`src/rtl/hazard_if.sv`:
```
// hazard_if: pipeline-side bundle of hazard detection inputs and control outputs
interface hazard_if #(
  parameter int AW = 5,
  parameter int CW = 32
);
  logic [AW-1:0] Rs1D, Rs2D, Rs1E, Rs2E, RdE, RdM, RdW;
  logic          RegWriteM, RegWriteW, ResultSrcE0, PCSrcE, MemReqM, MemReadyM;
  logic [1:0]    ForwardAE, ForwardBE;
  logic          StallF, StallD, StallE, StallM, FlushD, FlushE, BubbleW, MemTimeout;
  logic [CW-1:0] StallCount;
  modport master (
    output Rs1D, Rs2D, Rs1E, Rs2E, RdE, RdM, RdW,
    output RegWriteM, RegWriteW, ResultSrcE0, PCSrcE, MemReqM, MemReadyM,
    input  ForwardAE, ForwardBE, StallF, StallD, StallE, StallM,
    input  FlushD, FlushE, BubbleW, MemTimeout, StallCount
  );
  modport slave (
    input  Rs1D, Rs2D, Rs1E, Rs2E, RdE, RdM, RdW,
    input  RegWriteM, RegWriteW, ResultSrcE0, PCSrcE, MemReqM, MemReadyM,
    output ForwardAE, ForwardBE, StallF, StallD, StallE, StallM,
    output FlushD, FlushE, BubbleW, MemTimeout, StallCount
  );
endinterface

```
`src/rtl/hazard_unit.sv`:
```
// hazard_unit: forwarding, load-use/control hazards and memory-wait freeze with watchdog
module hazard_unit #(
  parameter int REG_FILE_ADDRESS_WIDTH = 5,
  parameter int TIMEOUT_CYCLES         = 255,
  parameter int CNT_WIDTH              = 32
) (
  input logic     clk,
  input logic     rst_n,
  hazard_if.slave hz
);
  localparam int WW = $clog2(TIMEOUT_CYCLES + 1);
  localparam logic [1:0] RUN = 2'd0, MEM_WAIT = 2'd1, ERROR = 2'd2;
  logic [1:0]           state_q, state_d;
  logic [WW-1:0]        wait_q, wait_d;
  logic [CNT_WIDTH-1:0] cnt_q, cnt_d;
  logic                 tmo_q, tmo_d;
  logic                 lw_stall, mem_wait, frz, stall_fd;
  function automatic logic [1:0] fwd(
    input logic [REG_FILE_ADDRESS_WIDTH-1:0] rs, rdm, rdw,
    input logic wm, ww
  );
    return (wm && rdm != '0 && rdm == rs) ? 2'b10 :
           (ww && rdw != '0 && rdw == rs) ? 2'b01 : 2'b00;
  endfunction
  // hazard detection and output decode; a freeze overrides load-use and redirect decisions
  always_comb begin
    lw_stall = hz.ResultSrcE0 && hz.RdE != '0 && (hz.RdE == hz.Rs1D || hz.RdE == hz.Rs2D);
    mem_wait = hz.MemReqM && !hz.MemReadyM;
    frz      = state_q == ERROR || (state_q == MEM_WAIT && !hz.MemReadyM) ||
               (state_q == RUN && mem_wait);
    stall_fd = frz || (lw_stall && !hz.PCSrcE);
    hz.ForwardAE  = rst_n ? fwd(hz.Rs1E, hz.RdM, hz.RdW, hz.RegWriteM, hz.RegWriteW) : 2'b00;
    hz.ForwardBE  = rst_n ? fwd(hz.Rs2E, hz.RdM, hz.RdW, hz.RegWriteM, hz.RegWriteW) : 2'b00;
    hz.StallF     = rst_n && stall_fd;
    hz.StallD     = rst_n && stall_fd;
    hz.StallE     = rst_n && frz;
    hz.StallM     = rst_n && frz;
    hz.BubbleW    = rst_n && frz;
    hz.FlushD     = rst_n && !frz && hz.PCSrcE;
    hz.FlushE     = rst_n && !frz && (lw_stall || hz.PCSrcE);
    hz.MemTimeout = tmo_q;
    hz.StallCount = cnt_q;
  end
  // next state: the wait counter starts at 1 on entry so it counts every frozen memory cycle
  always_comb begin
    state_d = state_q == RUN      ? (mem_wait ? MEM_WAIT : RUN) :
              state_q == MEM_WAIT ? (hz.MemReadyM ? RUN :
                                     wait_q == WW'(TIMEOUT_CYCLES) ? ERROR : MEM_WAIT) : ERROR;
    wait_d  = state_d == MEM_WAIT ? wait_q + WW'(1) : state_d == ERROR ? wait_q : '0;
    tmo_d   = tmo_q || state_d == ERROR;
    cnt_d   = (stall_fd && cnt_q != '1) ? cnt_q + CNT_WIDTH'(1) : cnt_q;
  end
  // state registers, cleared asynchronously
  always_ff @(posedge clk or negedge rst_n) begin
    if (!rst_n) begin
      state_q <= RUN;
      wait_q  <= '0;
      cnt_q   <= '0;
      tmo_q   <= 1'b0;
    end else begin
      state_q <= state_d;
      wait_q  <= wait_d;
      cnt_q   <= cnt_d;
      tmo_q   <= tmo_d;
    end
  end
endmodule

```
`src/flat_wrapper.sv`:
```
// flat-port wrapper written by rule: the top's interface ports become plain ports
module hazard_unit_flat 
#(
  parameter int REG_FILE_ADDRESS_WIDTH = 5,
  parameter int TIMEOUT_CYCLES         = 255,
  parameter int CNT_WIDTH              = 32
)
  (clk, rst_n, hz_Rs1D, hz_Rs2D, hz_Rs1E, hz_Rs2E, hz_RdE, hz_RdM, hz_RdW, hz_RegWriteM, hz_RegWriteW, hz_ResultSrcE0, hz_PCSrcE, hz_MemReqM, hz_MemReadyM, hz_ForwardAE, hz_ForwardBE, hz_StallF, hz_StallD, hz_StallE, hz_StallM, hz_FlushD, hz_FlushE, hz_BubbleW, hz_MemTimeout, hz_StallCount);
  hazard_if #(.AW(5), .CW(32)) hz_i ();
  input logic clk;
  input logic rst_n;
  input wire logic [$bits(hz_i.Rs1D)-1:0] hz_Rs1D;
  input wire logic [$bits(hz_i.Rs2D)-1:0] hz_Rs2D;
  input wire logic [$bits(hz_i.Rs1E)-1:0] hz_Rs1E;
  input wire logic [$bits(hz_i.Rs2E)-1:0] hz_Rs2E;
  input wire logic [$bits(hz_i.RdE)-1:0] hz_RdE;
  input wire logic [$bits(hz_i.RdM)-1:0] hz_RdM;
  input wire logic [$bits(hz_i.RdW)-1:0] hz_RdW;
  input wire logic [$bits(hz_i.RegWriteM)-1:0] hz_RegWriteM;
  input wire logic [$bits(hz_i.RegWriteW)-1:0] hz_RegWriteW;
  input wire logic [$bits(hz_i.ResultSrcE0)-1:0] hz_ResultSrcE0;
  input wire logic [$bits(hz_i.PCSrcE)-1:0] hz_PCSrcE;
  input wire logic [$bits(hz_i.MemReqM)-1:0] hz_MemReqM;
  input wire logic [$bits(hz_i.MemReadyM)-1:0] hz_MemReadyM;
  output wire logic [$bits(hz_i.ForwardAE)-1:0] hz_ForwardAE;
  output wire logic [$bits(hz_i.ForwardBE)-1:0] hz_ForwardBE;
  output wire logic [$bits(hz_i.StallF)-1:0] hz_StallF;
  output wire logic [$bits(hz_i.StallD)-1:0] hz_StallD;
  output wire logic [$bits(hz_i.StallE)-1:0] hz_StallE;
  output wire logic [$bits(hz_i.StallM)-1:0] hz_StallM;
  output wire logic [$bits(hz_i.FlushD)-1:0] hz_FlushD;
  output wire logic [$bits(hz_i.FlushE)-1:0] hz_FlushE;
  output wire logic [$bits(hz_i.BubbleW)-1:0] hz_BubbleW;
  output wire logic [$bits(hz_i.MemTimeout)-1:0] hz_MemTimeout;
  output wire logic [$bits(hz_i.StallCount)-1:0] hz_StallCount;
  assign hz_i.Rs1D = hz_Rs1D;
  assign hz_i.Rs2D = hz_Rs2D;
  assign hz_i.Rs1E = hz_Rs1E;
  assign hz_i.Rs2E = hz_Rs2E;
  assign hz_i.RdE = hz_RdE;
  assign hz_i.RdM = hz_RdM;
  assign hz_i.RdW = hz_RdW;
  assign hz_i.RegWriteM = hz_RegWriteM;
  assign hz_i.RegWriteW = hz_RegWriteW;
  assign hz_i.ResultSrcE0 = hz_ResultSrcE0;
  assign hz_i.PCSrcE = hz_PCSrcE;
  assign hz_i.MemReqM = hz_MemReqM;
  assign hz_i.MemReadyM = hz_MemReadyM;
  assign hz_ForwardAE = hz_i.ForwardAE;
  assign hz_ForwardBE = hz_i.ForwardBE;
  assign hz_StallF = hz_i.StallF;
  assign hz_StallD = hz_i.StallD;
  assign hz_StallE = hz_i.StallE;
  assign hz_StallM = hz_i.StallM;
  assign hz_FlushD = hz_i.FlushD;
  assign hz_FlushE = hz_i.FlushE;
  assign hz_BubbleW = hz_i.BubbleW;
  assign hz_MemTimeout = hz_i.MemTimeout;
  assign hz_StallCount = hz_i.StallCount;
  hazard_unit #(.REG_FILE_ADDRESS_WIDTH(REG_FILE_ADDRESS_WIDTH), .TIMEOUT_CYCLES(TIMEOUT_CYCLES), .CNT_WIDTH(CNT_WIDTH)) u_core (.clk(clk), .rst_n(rst_n), .hz(hz_i));
endmodule
```
`config.mk`:
```
export PLATFORM = sky130hd
export DESIGN_NAME = hazard_unit_flat
export DESIGN_NICKNAME = d
export VERILOG_FILES = /design/src/rtl/hazard_if.sv /design/src/rtl/hazard_unit.sv /design/src/flat_wrapper.sv
export SDC_FILE = /design/constraint.sdc
export NUM_CORES = 1
export LEC_CHECK = 0
export BUFFER_PORTS_ARGS = -buffer_cell sky130_fd_sc_hd__buf_2
export CAP_MARGIN = 25
export CELL_PAD_IN_SITES_DETAIL_PLACEMENT = 1
export CELL_PAD_IN_SITES_GLOBAL_PLACEMENT = 2
export CORE_MARGIN = 4
export CORE_UTILIZATION = 30
export CTS_CLUSTER_DIAMETER = 30
export DETAILED_ROUTE_END_ITERATION = 8
export PLACE_DENSITY_LB_ADDON = 0.1
export SYNTH_ARGS = -nofsm -noshare
export SYNTH_HDL_FRONTEND = slang
export SYNTH_SLANG_ARGS = --single-unit
```
`constraint.sdc`:
```
create_clock -name clk -period 2.4 [get_ports clk]
set_input_delay 0.12 -clock clk [delete_from_list [all_inputs] [get_ports clk]]
set_output_delay 0.12 -clock clk [all_outputs]
set_load 0.03 [all_outputs]
```
==> results of run 1 <==
[state kept, by name, indices dropped and copies added, names as in the netlist]
name / cells
u_core.state_q: 2
u_core.wait_q: 8
u_core.hz.StallCount: 32
u_core.hz.MemTimeout: 1
[path summary, 6_finish.rpt]
kind                                                  to  cells after the start
min in group asynchronous        u_core.hz.StallCount[6]                      3
worst min register to register      u_core.hz.MemTimeout                      1
max in group asynchronous               u_core.wait_q[4]                      3
worst min-delay path                   u_core.state_q[1]                      3
worst max-delay path            u_core.hz.StallCount[19]                      6
worst max register to register  u_core.hz.StallCount[19]                      6
[per-layer routing]
layer / vias up / global-route usage, % / share of wire (%)
met5: - / 0 / 0
met1: 1108 / 20.6 / 47
met4: 0 / 3.99 / 1.0
li1: 1126 / - / -
met3: 5 / 4.34 / 8.0
met2: 67 / 21.5 / 44
[kinds of logic after synthesis]
group                    count (synthesis)  share of synthesized area [%]
flip-flops                              43                           40.8
multiplexers                             1                          0.427
adder cells (fa/ha/maj)                  2                          0.948
XOR/XNOR                                60                           19.9
AND/OR/NAND/NOR                        118                           28.3
buffers and inverters                   15                           3.51
AO/OA/AOI/OAI                           25                           6.12
[final cells by class]
cell class / count / area share [%]
clock inverter: 2 / 0.377
timing repair buffer: 98 / 15.8
sequential: 43 / 32.4
clock buffer: 6 / 2.19
tap: 105 / 3.96
multi-input combinational: 206 / 44.6
inverter: 6 / 0.679
[stage by stage]
step	setup WS, ns	cell area [um^2]
global placement	0.283	3220
floorplan	0.0180	2640
finish	0.244	3320
global route	0.143	3320
detailed placement	0.240	3220
CTS	0.243	3320
[worst reg2reg max path: cells and delay by family (launching register included)]
kind	cells	cell delay [ns]
AND/OR/NAND/NOR	4	1.33
flip-flops	1	0.41
buffers and inverters	1	0.23
XOR/XNOR	1	0.12
[layout by cell type (no fill, tap or decap), types with 10 or more instances in the layout]
master | synthesis | final
and3_1 | 16 | 16
buf_2 | 2 | 86
buf_4 | 3 | 11
dfrtp_1 | 43 | 43
nand2_1 | 10 | 10
nand3_1 | 17 | 17
nand4_1 | 12 | 12
nor2_1 | 15 | 15
xnor2_1 | 35 | 35
xor2_1 | 25 | 25
[power by group through the flow]
stage	combinational, mW	clock [mW]	sequential (mW)
finish	0.546	0.462	0.853
global route	0.600	0.528	0.870
CTS	0.559	0.491	0.859
detailed placement	0.557	0	0.873
global placement	0.553	0	0.873
floorplan	0.222	0	0.973
[what timing repair did]
item / 4_1_cts / 5_1_grt
gates resized for setup: 0 / 0
hold buffers: 1 / 0
hold endpoints to repair: 43 / 0
==> impl_results.md, run 1 <==
- Sequential fraction of the synthesis area: 40.8%
- Post-CTS Setup Inserts: 0
- First-pass GRT wire length: 11900 um
- Mean post-synth cell area: 10.0 um^2
- Crit end category: flop
- Fillers: 1019
- Final WL: 7020 um
- Core Util, Final: 39.6%
- #FFs+latches synth: 43
- CTS H-tree depth: 2
- Buffer depth of the longest clock path: 2
- PD cells: 561 nW/um^2
- Measured slew at the worst slew-check pin: 0.627 ns
- Die H: 102 um
- Netlist cell types: 43
- Largest net degree at the start of global routing: 50
- Net Sw Power: 666 uW
- Fin cells: 466
- Final #Nets: 405
- Critical Path RT: 2.62 ns
- First drt pass iteration count: 4
- Crit path buffers/inverters: 1
- Remaining global-route overflow: 0
- Setup Viol. Count Final: 0
- Minimum clock period: 2.16 ns
- Initial drt markers: 59
- Sequential cell area: 1080 um^2
- Static Leak: 1.59 nW
- Vias: 2306
- Main area contributors after synthesis: dfrtp_1 (41%), xnor2_1 (12%), xor2_1 (8.3%), and3_1 (3.8%), nand3_2 (3.4%)
- Count leader, synth: dfrtp_1
- Area taken by multi-input logic gates: 1480 um^2
- Num CTS Buffers: 5
- Clock skew: 0.0115 ns
- Setup TNS: 0 ns
- WP data arrival: 2.38 ns
- YS warnings: 0
- DR DRC count: 0
- GRT Overall Usage: 14.5%
- Cell Area, Synth: 2640 um^2
- Initial antenna violation count: 0
- Diode count: 0
- Die Footprint: 10400 um^2
- Outcome: finished, final reports clean
- Max_slew headroom: 58.2%
- Dominant cell type by area after synthesis: dfrtp_1
- Max frequency: 464 MHz
- CP startpoint: u_core.hz.StallCount[24]
- Slowest stage delay, CP: 0.56 ns
- Comb pwr share: 29.3%
- Sw Share: 35.8%
- Vias per inst: 4.95
- Root cell of the clock tree: clkbuf_8
- CP most frequent cell: or4_4
- Final Total Pwr: 1.86 mW
- Slew Limit Fails: 0
- Synth top cells by count: dfrtp_1 (43), xnor2_1 (35), xor2_1 (25)
- Die X: 102 um
- Syn Nets: 309
- Asr flop ratio synth: 100%
- Synth top area share: 40.8%
- Worst-Skew Late Latency: 0.30 ns
- Crit-path leading delay family: simple AND/OR/NAND/NOR gates
- Core area: 8380 um^2
- Final Cycle Share: 89.8%
- Avg WL per Cell: 15.1 um
- Top FF cell, synth: dfrtp_1
- Number of synthesized flops with an enable pin: 0
- # placed instances: 457
- R2r setup slk: 0.24 ns
- Number of global-route vias before repair: 2421
- Post-DRT Antenna Nets: 0
- Gpl congestion: 0.757
- HP Class: in2reg
- Final hold violations: 0
- CP max-delay cell: or4_4
- Area Growth Syn to Fin: 25.7%
- Share of layout cells above drive strength 1: 34.6%
- Clock group share of total power: 24.8%
- Internal power: 1.20 mW
- Critical path launch point type: flop
- Mapped Cells: 264
- Worst-path clk slew: 0.09 ns
- Hold Startpoint: hz_MemReadyM
- CTS Sinks: 43
- Worst-path fanout max: 15
- RR Startpoint: u_core.hz.StallCount[24]
- Port Buffers: 86
- Worst-case vdd ir drop: 0.196 mV
- I/O Pins: 87
- Crit Path Category: reg2reg
- CTS tree: yes
- RSZ-0062 raised after global routing: no
- Dpl hpwl: 5470 um
- Final hold slack: 0.194 ns
- Starting density of the core: 31.5%
- Seq pwr share: 45.8%
- Critical path cell sequence: nand2_2 > or4_4 > or4_4 > buf_4 > nand4_1 > xnor2_1
- Std cell rows: 33
- Max-Cap Viols: 0
No activity file was read; power rests on OpenSTA's default activity.
==> run 2: changes to the inputs <==
- CORE_UTILIZATION: 30 -> 27
- RECOVER_POWER: default -> 50
- clock period: 2.4 -> 1.8 ns (I/O delays scaled with it)
==> run 2 against run 1 <==
  * Global-route usage up 0.078 points
  * Die area up 10%
  * Register-to-register slack worse by 0.51 ns
  * First-iteration DRC count down 49%
  * Final cell count up 17%
  * Sequential cell count unchanged
  * Clock skew down 0.0042 ns
  * The run now ends with negative setup slack left
  * Setup slack worse by 0.51 ns
  * Critical path depth down 1
  * Clock power up 49%
  * Highest routed layer unchanged
==> impl_results.md, run 2 (synthesized netlist as in run 1, its figures left out) <==
- Remaining global-route overflow: 0 (unchanged)
- First drt pass iteration count: 4 (unchanged)
- Most frequent cells in the layout: buf_2 (59), buf_4 (58), dfrtp_1 (29), xnor2_1 (28), clkbuf_1 (26) (was buf_2 (86), dfrtp_1 (43), xnor2_1 (35), xor2_1 (25), nand3_1 (17))
- Port Buffers: 86 (unchanged)
- Clock group share of total power: 24.8% (about the same)
- Net Sw Power: 956 uW (was 666 uW)
- Final Total Pwr: 2.77 mW (was 1.86 mW)
- Critical path cell sequence: nand2_2 > or4_4 > or4_4 > nand2_4 > mux2_4 (was nand2_2 > or4_4 > or4_4 > buf_4 > nand4_1 > xnor2_1)
- Die H: 107 um (was 102 um)
- Final hold violations: 0 (unchanged)
- Root cell of the clock tree: clkbuf_8 (unchanged)
- HP Class: in2reg (unchanged)
- RSZ-0062 raised after global routing: yes (was no)
- Max frequency: 485 MHz (was 464 MHz)
- Slew Limit Fails: 0 (unchanged)
- Crit-path leading delay family: simple AND/OR/NAND/NOR gates (unchanged)
- PD cells: 699 nW/um^2 (was 561 nW/um^2)
- Worst-Skew Late Latency: 0.29 ns (was 0.30 ns)
- Outcome: finished, violations left (was finished, final reports clean)
- Critical path launch point type: flop (unchanged)
- Avg WL per Cell: 14.8 um (was 15.1 um)
- Final Cycle Share: 115% (was 89.8%)
- Vias per inst: 4.66 (was 4.95)
- Hold EP: u_core.state_q[1] (unchanged)
- Max-Cap Viols: 0 (unchanged)
- Measured slew at the worst slew-check pin: 0.728 ns (was 0.627 ns)
- FF-to-FF End: u_core.hz.StallCount[1] (was u_core.hz.StallCount[19])
- Gpl congestion: 0.751 (was 0.757)
- Worst-case vdd ir drop: 0.295 mV (was 0.196 mV)
- Dpl hpwl: 6300 um (was 5470 um)
- Starting density of the core: 28.2% (was 31.5%)
- Initial drt markers: 30 (was 59)
- First-pass GRT wire length: 13600 um (was 11900 um)
- Hold Startpoint: hz_MemReadyM (unchanged)
- Num CTS Buffers: 5 (unchanged)
- Worst-path fanout max: 4 (was 15)
- Core area: 9370 um^2 (was 8380 um^2)
- Setup TNS: -5.35 ns (was 0 ns)
- Post-DRT Antenna Nets: 0 (unchanged)
- Critical Path RT: 1.98 ns (was 2.62 ns)
- Buffer depth of the longest clock path: 2 (unchanged)
- Clock skew: 0.00729 ns (was 0.0115 ns)
- CTS tree: yes (unchanged)
- Failing checks: negative setup slack
- DR DRC count: 0 (unchanged)
- Diode count: 0 (unchanged)
- Vias: 2539 (was 2306)
- Die X: 107 um (was 102 um)
- Setup Viol. Count Final: 33 (was 0)
- Share of layout cells above drive strength 1: 45.4% (was 34.6%)
- Internal power: 1.82 mW (was 1.20 mW)
- Largest register FFs: 32 (unchanged)
- WP data arrival: 2.25 ns (was 2.38 ns)
- Worst-path clk slew: 0.08 ns (was 0.09 ns)
- GRT Overall Usage: 14.6% (was 14.5%)
- Comb pwr share: 35.4% (was 29.3%)
- Std cell rows: 35 (was 33)
- Largest net degree at the start of global routing: 30 (was 50)
- CTS Sinks: 43 (unchanged)
- R2R cell count: 5 (was 6)
- Fillers: 1115 (was 1019)
- Initial antenna violation count: 0 (unchanged)
- R2r setup slk: -0.26 ns (was 0.24 ns)
- CP most frequent cell: or4_4 (unchanged)
- Final #Nets: 460 (was 405)
- I/O Pins: 87 (unchanged)
- Sw Share: 34.5% (was 35.8%)
- Static Leak: 1.83 nW (was 1.59 nW)
- Die Footprint: 11400 um^2 (was 10400 um^2)
- RR Startpoint: u_core.hz.StallCount[25] (was u_core.hz.StallCount[24])
- Max_slew headroom: 51.5% (was 58.2%)
- Minimum clock period: 2.06 ns (was 2.16 ns)
- Number of global-route vias before repair: 2731 (was 2421)
- Final WL: 8090 um (was 7020 um)
- Crit end category: flop (unchanged)
- CTS H-tree depth: 2 (unchanged)
- Crit path buffers/inverters: 0 (was 1)
- Crit Path Category: reg2reg (unchanged)
- Slowest stage delay, CP: 0.57 ns (was 0.56 ns)
- Final WS setup: -0.264 ns (was 0.244 ns)
- Area Growth Syn to Fin: 50.3% (was 25.7%)
- CP max-delay cell: or4_4 (unchanged)
- Seq pwr share: 39.8% (was 45.8%)
- Commonest non-fill, non-tap cell in the layout: buf_2 (unchanged)
- Hold depth: 2 (was 3)
[run 2: changes by cell type in the layout (fill, tap and decap cells not counted), moves of 14 or more]
cell,before,now
buf_2,86,59
dfrtp_2,0,14
dfrtp_1,43,29
clkbuf_1,1,26
buf_4,11,58
[run 2: layout make-up]
type | count | area, um^2 | area share [%]
Inverter | 6 | 22.5 | 0.568
Tap cell | 129 | 161 | 4.07
Timing Repair Buffer | 153 | 957 | 24.1
Multi-Input combinational cell | 206 | 1630 | 41.1
Sequential cell | 43 | 1090 | 27.6
Clock buffer | 8 | 100 | 2.52
[run 2: worst max path at each step]
stage | start | cells after the start | slack, ns | end
3_5_place_dp | u_core.hz.StallCount[24] | 6 | -0.24 | u_core.hz.StallCount[31]
6_report | u_core.hz.StallCount[25] | 5 | -0.26 | u_core.hz.StallCount[1]
4_1_cts | u_core.hz.StallCount[24] | 5 | -0.23 | u_core.hz.StallCount[1]
5_1_grt | u_core.hz.StallCount[25] | 5 | -0.31 | u_core.hz.StallCount[1]
3_3_place_gp | u_core.hz.StallCount[25] | 6 | -0.19 | u_core.hz.StallCount[31]
2_1_floorplan | u_core.hz.StallCount[25] | 6 | -0.40 | u_core.hz.StallCount[1]
[run 2: worst register-to-register path, cell delays in order (launching register included)]
cell and delay [ns]:
dfrtp_2 0.38, nand2_2 0.06, or4_4 0.53, or4_4 0.57
nand2_4 0.11, mux2_4 0.30
[run 2: metrics by stage]
step / setup WS, ns / std cells / instance area, um^2 / utilization (%) / hold WS [ns]
after floorplan: -0.400 / 264 / 2710 / - / -0.206
after global placement: -0.187 / 528 / 3690 / 39.4 / 0.161
after detailed placement: -0.238 / 528 / 3690 / 39.4 / 0.164
after CTS: -0.230 / 544 / 3910 / 41.7 / 0.0350
after global routing: -0.312 / 545 / 3970 / 42.3 / 0.0131
final: -0.264 / 545 / 3970 / 42.3 / 0.0307
[run 2: what timing repair did]
item,4_1_cts,5_1_grt
endpoints found under the hold margin,22,0
hold buffers,1,0
setup endpoints to repair,33,37
resized for setup,13,18
setup buffers,8,3
pin swaps,11,12
[run 2: layer usage]
| metal | vias to the layer above | GRT usage (%) | share of wire [%] |
|---|---|---|---|
| met2 | 60 | 23.9 | 47 |
| met4 | 0 | 3.29 | 0.90 |
| met5 | - | 0 | 0 |
| met1 | 1224 | 19.8 | 47 |
| met3 | 7 | 3.01 | 5.0 |
| li1 | 1248 | - | - |
[run 2: power by group through the flow]
stage | Clock (mW) | Sequential [mW] | Combinational [mW]
finish | 0.688 | 1.10 | 0.982
detailed placement | 0 | 1.12 | 0.976
global placement | 0 | 1.12 | 0.962
floorplan | 0 | 1.31 | 0.322
CTS | 0.725 | 1.10 | 0.999
global route | 0.756 | 1.12 | 1.07
